### config.mk
export PLATFORM = sky130hd
export DESIGN_NAME = apb_master_arbiter_flat
export DESIGN_NICKNAME = d
export VERILOG_FILES = /design/src/rtl/apb_arb_pkg.sv /design/src/rtl/apb_master_arbiter_if.sv /design/src/rtl/apb_rr_arbiter.sv /design/src/rtl/apb_master_arbiter.sv /design/src/flat_wrapper.sv
export SDC_FILE = /design/constraint.sdc
export NUM_CORES = 1
export LEC_CHECK = 0
export CORE_AREA = 5 5 162 164
export DETAILED_ROUTE_END_ITERATION = 16
export DIE_AREA = 0 0 167 169
export GPL_TIMING_DRIVEN = 0
export PLACE_DENSITY = 0.77
export SLEW_MARGIN = 20
export SYNTH_ARGS = -nofsm -noshare
export SYNTH_HDL_FRONTEND = slang
export SYNTH_SLANG_ARGS = --single-unit
### constraint.sdc
create_clock -name PCLK -period 6.5 [get_ports PCLK]
set_input_delay 0.975 -clock PCLK [delete_from_list [all_inputs] [get_ports PCLK]]
set_output_delay 0.975 -clock PCLK [all_outputs]
set_load 0.005 [all_outputs]
### src/rtl/apb_arb_pkg.sv
// Shared types and helpers for the APB master arbiter.
package apb_arb_pkg;

    localparam int NUM_SLOTS = 16;

    typedef enum logic [1:0] {
        IDLE,
        SETUP,
        ACCESS
    } state_t;

    function automatic logic [NUM_SLOTS-1:0] slot_onehot(input logic [31:0] addr, input int lsb);
        return NUM_SLOTS'(1) << addr[lsb +: 4];
    endfunction

endpackage

### src/rtl/apb_master_arbiter_if.sv
// Requester-side and APB-side signals of the arbiter, bundled with arbiter/fabric views.
interface apb_master_arbiter_if #(
    parameter int NREQ = 4
);
    logic [NREQ-1:0]    REQ;
    logic [NREQ*32-1:0] REQ_ADDR;
    logic [NREQ-1:0]    REQ_WRITE;
    logic [NREQ*32-1:0] REQ_WDATA;
    logic [NREQ-1:0]    REQ_DONE;
    logic [31:0]        REQ_RDATA;
    logic               REQ_ERR;
    logic               BUSY;
    logic [31:0]        PADDR;
    logic [15:0]        PSEL;
    logic               PENABLE;
    logic               PWRITE;
    logic [31:0]        PWDATA;
    logic [31:0]        PRDATA;
    logic               PREADY;
    logic               PSLVERR;

    modport master (
        input  REQ, REQ_ADDR, REQ_WRITE, REQ_WDATA, PRDATA, PREADY, PSLVERR,
        output REQ_DONE, REQ_RDATA, REQ_ERR, BUSY, PADDR, PSEL, PENABLE, PWRITE, PWDATA
    );

    modport slave (
        output REQ, REQ_ADDR, REQ_WRITE, REQ_WDATA, PRDATA, PREADY, PSLVERR,
        input  REQ_DONE, REQ_RDATA, REQ_ERR, BUSY, PADDR, PSEL, PENABLE, PWRITE, PWDATA
    );
endinterface

### src/rtl/apb_rr_arbiter.sv
// Combinational round-robin pick: first eligible request at or after rr_ptr, wrapping.
module apb_rr_arbiter #(
    parameter int NREQ = 4
) (
    input  logic [NREQ-1:0]         req,
    input  logic [NREQ-1:0]         eligible,
    input  logic [$clog2(NREQ)-1:0] rr_ptr,
    output logic [NREQ-1:0]         gnt,
    output logic [$clog2(NREQ)-1:0] gnt_idx,
    output logic                    gnt_valid
);
    localparam int IW = $clog2(NREQ);

    logic [IW-1:0] cand;

    always_comb begin
        gnt       = '0;
        gnt_idx   = '0;
        gnt_valid = 1'b0;
        cand      = '0;
        for (int k = 0; k < NREQ; k++) begin
            cand = IW'((int'(rr_ptr) + k) % NREQ);
            if (!gnt_valid && req[cand] && eligible[cand]) begin
                gnt_valid  = 1'b1;
                gnt_idx    = cand;
                gnt[cand]  = 1'b1;
            end
        end
    end

endmodule

### src/rtl/apb_master_arbiter.sv
// Shares one APB master port between NREQ requesters with round-robin grant and ACCESS timeout.
// state  | meaning
// IDLE   | no transfer; PSEL/PENABLE low, arbitrate among eligible requests
// SETUP  | PSEL and payload driven, PENABLE low, always one cycle
// ACCESS | PENABLE high, waiting for PREADY or the timeout
module apb_master_arbiter
    import apb_arb_pkg::*;
#(
    parameter int NREQ     = 4,
    parameter int SLOT_LSB = 8,
    parameter int TIMEOUT  = 256
) (
    input logic                  PCLK,
    input logic                  PRESETN,
    apb_master_arbiter_if.master bus
);
    localparam int IW = $clog2(NREQ);
    localparam int CW = (TIMEOUT > 1) ? $clog2(TIMEOUT) : 1;

    state_t               state, state_nxt;
    logic [IW-1:0]        rr_ptr, rr_ptr_nxt;
    logic [IW-1:0]        gnt_idx, gnt_idx_nxt, arb_idx;
    logic [NREQ-1:0]      gnt_oh, gnt_oh_nxt, arb_gnt;
    logic                 arb_valid;
    logic [CW-1:0]        tmo_cnt, tmo_cnt_nxt;
    logic [31:0]          paddr_nxt, pwdata_nxt, rdata_nxt;
    logic [NUM_SLOTS-1:0] psel_nxt;
    logic                 pwrite_nxt, penable_nxt, err_nxt;
    logic [NREQ-1:0]      done_nxt;
    logic                 complete;

    // A requester whose DONE is high this cycle is masked so a stale REQ cannot re-grant.
    apb_rr_arbiter #(.NREQ(NREQ)) u_arb (
        .req       (bus.REQ),
        .eligible  (~bus.REQ_DONE),
        .rr_ptr    (rr_ptr),
        .gnt       (arb_gnt),
        .gnt_idx   (arb_idx),
        .gnt_valid (arb_valid)
    );

    always_comb begin
        state_nxt   = state;
        rr_ptr_nxt  = rr_ptr;
        gnt_idx_nxt = gnt_idx;
        gnt_oh_nxt  = gnt_oh;
        tmo_cnt_nxt = tmo_cnt;
        paddr_nxt   = bus.PADDR;
        pwrite_nxt  = bus.PWRITE;
        pwdata_nxt  = bus.PWDATA;
        psel_nxt    = bus.PSEL;
        penable_nxt = bus.PENABLE;
        done_nxt    = '0;
        rdata_nxt   = '0;
        err_nxt     = 1'b0;
        complete    = 1'b0;
        case (state)
            IDLE: begin
                if (arb_valid) begin
                    state_nxt   = SETUP;
                    gnt_idx_nxt = arb_idx;
                    gnt_oh_nxt  = arb_gnt;
                    paddr_nxt   = bus.REQ_ADDR[32*arb_idx +: 32];
                    pwrite_nxt  = bus.REQ_WRITE[arb_idx];
                    pwdata_nxt  = bus.REQ_WRITE[arb_idx] ? bus.REQ_WDATA[32*arb_idx +: 32] : '0;
                    psel_nxt    = slot_onehot(bus.REQ_ADDR[32*arb_idx +: 32], SLOT_LSB);
                    penable_nxt = 1'b0;
                end
            end
            SETUP: begin
                state_nxt   = ACCESS;
                penable_nxt = 1'b1;
                tmo_cnt_nxt = '0;
            end
            ACCESS: begin
                if (bus.PREADY) begin
                    complete  = 1'b1;
                    err_nxt   = bus.PSLVERR;
                    rdata_nxt = bus.PWRITE ? '0 : bus.PRDATA;
                end else if (TIMEOUT != 0 && tmo_cnt == CW'(TIMEOUT - 1)) begin
                    complete = 1'b1;
                    err_nxt  = 1'b1;
                end else begin
                    tmo_cnt_nxt = tmo_cnt + CW'(1);
                end
            end
            default: state_nxt = IDLE;
        endcase
        if (complete) begin
            state_nxt   = IDLE;
            psel_nxt    = '0;
            penable_nxt = 1'b0;
            done_nxt    = gnt_oh;
            rr_ptr_nxt  = (gnt_idx == IW'(NREQ - 1)) ? '0 : gnt_idx + IW'(1);
        end
    end

    always_ff @(posedge PCLK or negedge PRESETN) begin
        if (!PRESETN) begin
            state         <= IDLE;
            rr_ptr        <= '0;
            gnt_idx       <= '0;
            gnt_oh        <= '0;
            tmo_cnt       <= '0;
            bus.PADDR     <= '0;
            bus.PWRITE    <= 1'b0;
            bus.PWDATA    <= '0;
            bus.PSEL      <= '0;
            bus.PENABLE   <= 1'b0;
            bus.BUSY      <= 1'b0;
            bus.REQ_DONE  <= '0;
            bus.REQ_RDATA <= '0;
            bus.REQ_ERR   <= 1'b0;
        end else begin
            state         <= state_nxt;
            rr_ptr        <= rr_ptr_nxt;
            gnt_idx       <= gnt_idx_nxt;
            gnt_oh        <= gnt_oh_nxt;
            tmo_cnt       <= tmo_cnt_nxt;
            bus.PADDR     <= paddr_nxt;
            bus.PWRITE    <= pwrite_nxt;
            bus.PWDATA    <= pwdata_nxt;
            bus.PSEL      <= psel_nxt;
            bus.PENABLE   <= penable_nxt;
            bus.BUSY      <= (state_nxt != IDLE);
            bus.REQ_DONE  <= done_nxt;
            bus.REQ_RDATA <= rdata_nxt;
            bus.REQ_ERR   <= err_nxt;
        end
    end

endmodule

### src/flat_wrapper.sv
// flat-port wrapper written by rule: the top's interface ports become plain ports
module apb_master_arbiter_flat import apb_arb_pkg::*;
#(
    parameter int NREQ     = 4,
    parameter int SLOT_LSB = 8,
    parameter int TIMEOUT  = 256
)
  (PCLK, PRESETN, bus_REQ, bus_REQ_ADDR, bus_REQ_WRITE, bus_REQ_WDATA, bus_PRDATA, bus_PREADY, bus_PSLVERR, bus_REQ_DONE, bus_REQ_RDATA, bus_REQ_ERR, bus_BUSY, bus_PADDR, bus_PSEL, bus_PENABLE, bus_PWRITE, bus_PWDATA);
  apb_master_arbiter_if #(.NREQ(NREQ)) bus_i ();
  input logic PCLK;
  input logic PRESETN;
  input wire logic [$bits(bus_i.REQ)-1:0] bus_REQ;
  input wire logic [$bits(bus_i.REQ_ADDR)-1:0] bus_REQ_ADDR;
  input wire logic [$bits(bus_i.REQ_WRITE)-1:0] bus_REQ_WRITE;
  input wire logic [$bits(bus_i.REQ_WDATA)-1:0] bus_REQ_WDATA;
  input wire logic [$bits(bus_i.PRDATA)-1:0] bus_PRDATA;
  input wire logic [$bits(bus_i.PREADY)-1:0] bus_PREADY;
  input wire logic [$bits(bus_i.PSLVERR)-1:0] bus_PSLVERR;
  output wire logic [$bits(bus_i.REQ_DONE)-1:0] bus_REQ_DONE;
  output wire logic [$bits(bus_i.REQ_RDATA)-1:0] bus_REQ_RDATA;
  output wire logic [$bits(bus_i.REQ_ERR)-1:0] bus_REQ_ERR;
  output wire logic [$bits(bus_i.BUSY)-1:0] bus_BUSY;
  output wire logic [$bits(bus_i.PADDR)-1:0] bus_PADDR;
  output wire logic [$bits(bus_i.PSEL)-1:0] bus_PSEL;
  output wire logic [$bits(bus_i.PENABLE)-1:0] bus_PENABLE;
  output wire logic [$bits(bus_i.PWRITE)-1:0] bus_PWRITE;
  output wire logic [$bits(bus_i.PWDATA)-1:0] bus_PWDATA;
  assign bus_i.REQ = bus_REQ;
  assign bus_i.REQ_ADDR = bus_REQ_ADDR;
  assign bus_i.REQ_WRITE = bus_REQ_WRITE;
  assign bus_i.REQ_WDATA = bus_REQ_WDATA;
  assign bus_i.PRDATA = bus_PRDATA;
  assign bus_i.PREADY = bus_PREADY;
  assign bus_i.PSLVERR = bus_PSLVERR;
  assign bus_REQ_DONE = bus_i.REQ_DONE;
  assign bus_REQ_RDATA = bus_i.REQ_RDATA;
  assign bus_REQ_ERR = bus_i.REQ_ERR;
  assign bus_BUSY = bus_i.BUSY;
  assign bus_PADDR = bus_i.PADDR;
  assign bus_PSEL = bus_i.PSEL;
  assign bus_PENABLE = bus_i.PENABLE;
  assign bus_PWRITE = bus_i.PWRITE;
  assign bus_PWDATA = bus_i.PWDATA;
  apb_master_arbiter #(.NREQ(NREQ), .SLOT_LSB(SLOT_LSB), .TIMEOUT(TIMEOUT)) u_core (.PCLK(PCLK), .PRESETN(PRESETN), .bus(bus_i));
endmodule
==> Yosys cells after proc, flatten, opt, wreduce, memory -nomap -nowiden <==
Cells that the tools add are included.
{ "word_totals": {"reg_bits": 138, "inputBits": 300, "output_inout_bits": 120} }
{ "op_classes": {"add_sub_neg": 5, "n_lt_le_gt_ge": 9, "eq_ne": 7, "shifts": 3, "n_mux": 61, "bitwise_logic": 4, "n_reduce_logical": 24} }
{ "op_table": {"columns": ["operator", "n"], "rows": [
  ["$shiftx A128 B8 Y32", 2],
  ["$mux W32", 4],
  ["$mux W16", 3],
  ["$mux W1", 24],
  ["$mux W4", 5],
  ["$bmux W1 S2", 9],
  ["$mux W8", 2],
  ["$pmux W8 S2", 1],
  ["$shl A1 B4 Y16 const A", 1],
  ["$lt A2 B3 Y1 const B", 5],
  ["$mux W2", 7],
  ["$or A4 B4 Y4", 3],
  ["$logic_and A1 B1 Y1", 11],
  ["$add A8 B1 Y8 const B", 1],
  ["$demux W1 S2", 4],
  ["$eq A8 B8 Y1 const B", 1],
  ["$ge A2 B1 Y1 const B", 4],
  ["$reduce_bool A2 Y1", 4],
  ["$pmux W2 S3", 1],
  ["$reduce_and A2 Y1", 3],
  ["$add A2 B1 Y2 const B", 2],
  ["$add A2 B2 Y2 const B", 2],
  ["$eq A2 B2 Y1 const B", 2],
  ["$ne A2 B2 Y1 const B", 2],
  ["other kinds (8)", 10]
]} }

==> Longest topological paths before layout <==
Gate-level depths: netlist of run 1.
{ "logic_depth": {"word_depth": 22, "depth_mapped": 15, "depth_no_buf": 9} }

==> Modules after synthesis <==
From an unflattened synthesis of run 1, not the netlist that was laid out.
{ "hier_totals": {"cells_unflattened": 675, "hier_area_um2": 7579.8} }
{ "modules_own_cells": {"columns": ["module", "instances", "cells_each", "area_per_inst_um2"], "rows": [
  ["apb_master_arbiter", 1, 612, 7036.7],
  ["apb_rr_arbiter", 1, 63, 543.0]
]} }

==> Worst setup path before layout of run 1 <==
No wires, ideal clock.
{ "synth_path": {"path_kind": "register to register", "from": "reg u_core.rr_ptr[1]", "to": "reg u_core.bus.PWDATA[30]", "setup_time_ps": 122, "t_arrival_ps": 3434, "required_ps": 6378, "slack_ps": 2945, "stages_incl_launch_ff": 16, "path_buffers": 6, "path_cell_list": "dfrtp_1 -> clkbuf_1 -> inv_1 -> ha_1 -> buf_2 -> nor4b_1 -> or4_1 -> buf_2 -> a21oi_2 -> a21o_4 -> buf_6 -> buf_2 -> buf_2 -> mux2i_1 -> nand2_1 -> a32o_1"} }
{ "synth_between": {"elab_chain_cells": 19, "word_cells_on_any_way": 42, "classes_between": "add/sub (3); shift (1); mux (27); reduce/logical (11)"} }
{ "synth_rtl": {"columns": ["item", "line_no", "text"], "rows": [
  ["start: declaration", "apb_master_arbiter.sv:21", "logic [IW-1:0] rr_ptr, rr_ptr_nxt;"],
  ["start signal: assignment", "apb_master_arbiter.sv:116", "rr_ptr <= rr_ptr_nxt;"],
  ["parallel branches: the longest is 19 deep, another holds $add A2 B1 Y2", null, null],
  ["end signal: assignment", "apb_master_arbiter.sv:122", "bus.PWDATA <= pwdata_nxt;"],
  ["end: declaration", "apb_master_arbiter_if.sv:24", "output REQ_DONE, REQ_RDATA, REQ_ERR, BUSY, PADDR, PSEL, PENABLE, PWRITE, PWDATA"]
]} }
Parallel ways; which one is timed is not known. The select of a mux whose other input is x is not followed.
A chain may end at the register's enable or synchronous reset.

==> Worst setup path in the final report of run 1 <==
{ "layout_path": {"from": "reg u_core.rr_ptr[1]", "to": "reg u_core.bus.PWDATA[26]"} }
The elaborated chain is that of the path after synthesis.

==> impl_metrics.toml, run 1 <==
[final_layout]
fin_util = 0.5251
nets = 1526
areaGrowthSynthToFinish_pct = 67.91
drive_gt1_frac = 0.05863
seqCellArea_sq_mm = 0.003453
multiInputGateArea_sq_mm = 0.003990
final_cells = 1558
diodes = 0
final.fill_count = 2254

[global_routing]
grt_usage = 0.2169
grt_max_degree = 75
grt_pass1_wl_microns = 48050
antenna_found_initial = 0
grt_pass1_vias = 8290
grt_overflow = 0

[power]
p_leak_nw = 5.465
powerDensity_mw_per_mm2 = 512.9
peakVddDrop_uv = 203.8

[synthesis]
synth.area.top_cells = "dfrtp_1 45%, mux2i_1 9.7%, and2_1 7.0%"
synth_ff_type = "dfrtp_1"
synth_most_common_cell = "dfrtp_1"
synth_top_area_share = 0.4462
synthTopCellsByCount = "138 x dfrtp_1, 131 x nand2_1, 87 x and2_1, 75 x mux2i_1, 57 x a211oi_1"
yosys_warnings = 0
synth_area_sq_mm = 0.007739
ys_async_sr_fraction = 1.000
yosysTopAreaCell = "dfrtp_1"
syn_area_per_cell_sq_um = 9.973
synthCells = 776
synth_edf_count = 0
synth_seq_area_share = 0.4462
synth_nets = 1087
synth_cell_type_count = 54
synth_seq_cells = 138

[drt]
drt_iter0_markers = 436
first_pass_iters = 5
drt-total-wl_microns = 32060
vias = 7882
wl_per_cell_microns = 20.58
vias_per_cell = 5.059
drc = 0
ant_nets = 0

[timing]
clock.fmax_mhz = 216.4
fin_hold_ws_ps = 478.4
skew_ps = 13.77
hold_violations = 0
drv_slew = 0
worst_pin_slew_ps = 882.2
slew_headroom = 0.3950
fin_crit_sh = 0.7111
period_minus_slack_ps = 4622
setup_viol = 0
rsz0062_at_grt = "false"

[worst_setup_path]
path_max_fanout = 10
r2r-start = "u_core.rr_ptr[1]$_DFFE_PN0P_"
critPathArrivalTime_ps = 4920
critPathLaunch = "u_core.rr_ptr[1]$_DFFE_PN0P_"
crit_type = "flop to flop"
endpoint_kind = "flop"
cp-start-kind = "flop"
critical_path_required_ps = 6790

[floorplanning]
coreArea_sq_mm = 0.02475
die-area_sq_mm = 0.02822
ioPinCount = 420
start_util = 0.3127
dieHeight_microns = 169
num_rows = 58
die_w_microns = 167

[clock_tree]
clk_latency_ps = 410
post_cts_buffers = 0
clkSinkCount = 138
cts_tree = "built"
numCtsBuffers = 17
cts.repair.resized = 0
h-tree-depth = 4
cts.clk_slew.worst_paths_ps = 70
cts_hold_buf = 0
clk_path_buf_depth = 2
cts-root-buf = "clkbuf_16"

[placed_design]
dp_hpwl_microns = 25360
dp.cells = 1526
gp_congestion = 0.9275
portBuffers = 419

[worst_hold_path]
hold_start = "u_core.gnt_oh[1]$_DFFE_PN0P_"
min_path_type = "flop to flop"

[job]
maxCapViolations = 0

[run_status]
status = "complete, no violations"
-- registers in the layout (all words and copies together) (netlist names), 2 cells and up --
register,count
u_core.bus.REQ_RDATA,32
u_core.gnt_oh,4
u_core.state,2
u_core.tmo_cnt,8
u_core.bus.PADDR,32
u_core.bus.REQ_DONE,4
u_core.gnt_idx,2
u_core.bus.PSEL,16
u_core.bus.PWDATA,32
u_core.rr_ptr,2
-- power by group --
group	switching [mW]	leakage, nW	internal [mW]
sequential	0.163	1.81	1.16
clock	0.463	0.305	0.561
combinational	2.50	3.35	1.82
total	3.13	5.46	3.54
-- cell type report --
type / count / area share
clock buffer: 17 / 0.03274
buffer: 62 / 0.02041
multi-input combinational: 568 / 0.3071
inverter: 8 / 0.002311
sequential: 138 / 0.2658
timing repair buffer: 420 / 0.3253
clock inverter: 15 / 0.01464
tap: 330 / 0.03178
-- cells in the final DEF (no fill, tap or decap), drive strengths merged, types with 7 or more instances in the layout --
master / n
inv: 18
ha: 11
nor2b: 7
nand4: 8
dfrtp: 138
o41ai: 16
a211oi: 60
mux2i: 75
clkbuf: 63
nand2: 131
a21oi: 9
a32o: 32
buf: 18
nor2: 17
o21ai: 18
and2: 94
clkdlybuf4s50: 418
o31ai: 30
-- path summary, 6_finish.rpt --
path	endpoint	slack (ps)	cells after the start
setup / recovery	u_core.bus.PWDATA[26]$_DFFE_PN0P_	1880	15
hold / removal	u_core.gnt_oh[1]$_DFFE_PN0P_	480	2
setup reg to reg	u_core.bus.PWDATA[26]$_DFFE_PN0P_	1880	15
hold reg to reg	u_core.gnt_oh[1]$_DFFE_PN0P_	480	2
max in group asynchronous	u_core.bus.PWDATA[31]$_DFFE_PN0P_	5240	2
min in group asynchronous	u_core.bus.REQ_ERR$_DFF_PN0_	500	1
-- per-stage QoR --
step	cell area, sq um	setup TNS [ps]	power [mW]	setup WS, ps
floorplan	7739	0	3.938	2945
global placement	12350	-187780	5.600	-1374
detailed placement	12380	0	5.686	1676
CTS	12990	0	6.741	1811
global route	12990	0	7.163	1497
finish	12990	0	6.665	1878
-- cells by family (layout without fill, tap and decap cells) --
| logic type | count (synthesis) | in the layout | share of synthesized area |
|---|---|---|---|
| muxes | 81 | 81 | 0.1101 |
| DFF | 138 | 138 | 0.4462 |
| AOI/OAI and AO/OA | 190 | 190 | 0.2005 |
| and+or+nand+nor | 282 | 282 | 0.1827 |
| buffers and inverters | 70 | 522 | 0.03816 |
| adders and majority gates | 11 | 11 | 0.01778 |
| xor gates and xnor gates | 4 | 4 | 0.004527 |
-- layer usage --
metal  vias to the layer above  wire [microns]  global-route usage
met2                       326           16410              0.3790
li1                       3726               -                   -
met5                         -               0                   0
met4                         0             722             0.06332
met1                      3789           12720              0.2662
met3                        41            2211             0.05371
-- critical path: stages, from the launching register on --
cell      delay, ps
dfrtp_1         380
clkbuf_1        310
inv_1           200
ha_1            390
buf_2           220
nor4b_1          70
or4_1           490
buf_2           210
a21oi_2         320
a21o_4          220
buf_6           190
buf_2           300
buf_2           440
mux2i_1         390
nand2_1          90
a32o_1          260
Note: power is estimated with default switching activity, not from simulation.
==> run 2, diff against run 1 <==
- CORE_AREA: 5 5 162 164 -> 5 5 158 160
- DIE_AREA: 0 0 167 169 -> 0 0 163 165
- PLACE_DENSITY: 0.77 -> 0.8
- clock period: 6.5 -> 4.8 ns (I/O delays scaled with it)
==> run 2 against run 1 <==
Sequential share of layout area hardly changed. Clock power is 33% higher. First-iteration DRC count is 4.4% lower. Maximum frequency is 2.6% higher. Sequential power is 36% higher. Clock skew is 0.64 ps lower. Via count is 0.11% lower. Combinational power is 34% higher. Hold slack worse by 170 ps.
==> impl_metrics.toml, run 2 (synthesis results as in run 1) <==
[clock_tree]
cts_hold_buf = 0
cts-root-buf = "clkbuf_16"
clkSinkCount = 138
clk_latency_ps = 420
numCtsBuffers = 17
post_cts_buffers = 0
cts.repair.resized = 0
h-tree-depth = 4
cts.clk_slew.worst_paths_ps = 70
cts_tree = "built"
clk_path_buf_depth = 2

[timing]
clock.fmax_mhz = 222.0
hold_violations = 0
setup_viol = 0
drv_slew = 0
worst_pin_slew_ps = 848.2
fin_crit_sh = 0.9386
fin_hold_ws_ps = 309.9
skew_ps = 13.13
slew_headroom = 0.4184
fin_tns_setup_ps = 0
period_minus_slack_ps = 4505
rsz0062_at_grt = "false"

[run_status]
status = "complete, no violations"

[global_routing]
grt_pass1_wl_microns = 47000
grt_overflow = 0
grt_usage = 0.2279
grt_pass1_vias = 8261
grt_max_degree = 86
antenna_found_initial = 0

[power]
p_leak_nw = 5.456
powerDensity_mw_per_mm2 = 690.0
power.total_mw = 8.958
peakVddDrop_uv = 437.6

[final_layout]
areaGrowthSynthToFinish_pct = 67.76
diodes = 0
final_common_cell = "clkdlybuf4s50_1"
drive_gt1_frac = 0.05863
final_cell_mix = "418 x clkdlybuf4s50_1, 138 x dfrtp_1, 131 x nand2_1, 87 x and2_1, 75 x mux2i_1"
nets = 1526
reg_top3 = "u_core.bus.PADDR: 32 flops, u_core.bus.PWDATA: 32 flops, u_core.bus.REQ_RDATA: 32 flops"
fin_util = 0.5581

[placed_design]
gp_congestion = 0.9322
dp_hpwl_microns = 25590
portBuffers = 419

[job]
maxCapViolations = 0

[floorplanning]
die_w_microns = 163
die-area_sq_mm = 0.02690
ioPinCount = 420
num_rows = 56
coreArea_sq_mm = 0.02326
dieHeight_microns = 165
start_util = 0.3327

[drt]
drt_iter0_markers = 417
vias_per_cell = 5.089
ant_nets = 0
drc = 0
drt-total-wl_microns = 32030
first_pass_iters = 5
wl_per_cell_microns = 20.70
vias = 7873

[worst_setup_path]
critical_path_required_ps = 5110
endpoint_kind = "flop"
cp-start-kind = "flop"
crit_type = "flop to flop"
path_max_fanout = 10
critPathArrivalTime_ps = 4820

[worst_hold_path]
min_path_type = "primary input to asynchronous set/reset pin"
[run 2: cell types whose count changed in the layout (fill, tap and decap cells not counted), sizes merged]
cell / before / now
clkinvlp: 0 / 1
clkinv: 4 / 6
bufinv: 1 / 0
inv: 18 / 16
[run 2: power breakdown]
part           switching, mW  internal, mW  total (mW)
combinational           3.35          2.46        5.81
sequential             0.218          1.57        1.79
clock                  0.644         0.713        1.36
total                   4.21          4.75        8.96
[run 2: worst paths after layout]
path | startpoint | end | slack [ps] | depth (start not counted)
max reg2reg | u_core.rr_ptr[1]$_DFFE_PN0P_ | u_core.bus.PWDATA[20]$_DFFE_PN0P_ | 290 | 15
min reg2reg | u_core.bus.PSEL[4]$_DFFE_PN0P_ | u_core.bus.PSEL[4]$_DFFE_PN0P_ | 480 | 2
max in group asynchronous | PRESETN | u_core.bus.PWDATA[1]$_DFFE_PN0P_ | 3770 | 2
min | PRESETN | u_core.bus.BUSY$_DFF_PN0_ | 310 | 1
min in group PCLK | u_core.bus.PSEL[4]$_DFFE_PN0P_ | u_core.bus.PSEL[4]$_DFFE_PN0P_ | 480 | 2
max | u_core.rr_ptr[1]$_DFFE_PN0P_ | u_core.bus.PWDATA[20]$_DFFE_PN0P_ | 290 | 15
[run 2: final cells by class]
type                    count  area [sq um]
clock buffers              17         425.4
well taps                 319         399.1
plain buffers              62         265.3
fillers                  2098         10280
flip-flops and latches    138          3453
repair buffers            420          4227
multi-input cells         568          3990
clock inverters            15         192.7
inverters                   8         30.03
[run 2: critical path, stage by stage (launching register included)]
cell and delay, ps:
dfrtp_1 380, clkbuf_1 310, inv_1 220, ha_1 380, buf_2 220, nor4b_1 70, or4_1 450, buf_2 200
a21oi_2 310, a21o_4 220, buf_6 180, buf_2 300, buf_2 390, mux2i_1 360, nand2_1 100, a32o_1 290
[run 2: layer usage]
| metal | track usage | vias to the layer above | share of wire |
|---|---|---|---|
| met1 | 0.2757 | 3743 | 0.39 |
| met3 | 0.05316 | 54 | 0.073 |
| li1 | - | 3721 | - |
| met2 | 0.3970 | 355 | 0.51 |
| met5 | 0 | - | 0 |
| met4 | 0.08387 | 0 | 0.028 |
[run 2: through the flow]
step,instances,setup slack [ps],area (sq um)
after floorplan,776,1245,7739
after global placement,1514,-2737,12330
after detailed placement,1515,341.7,12360
after CTS,1547,309.7,12980
after global routing,1547,74.51,12980
final,1547,294.8,12980
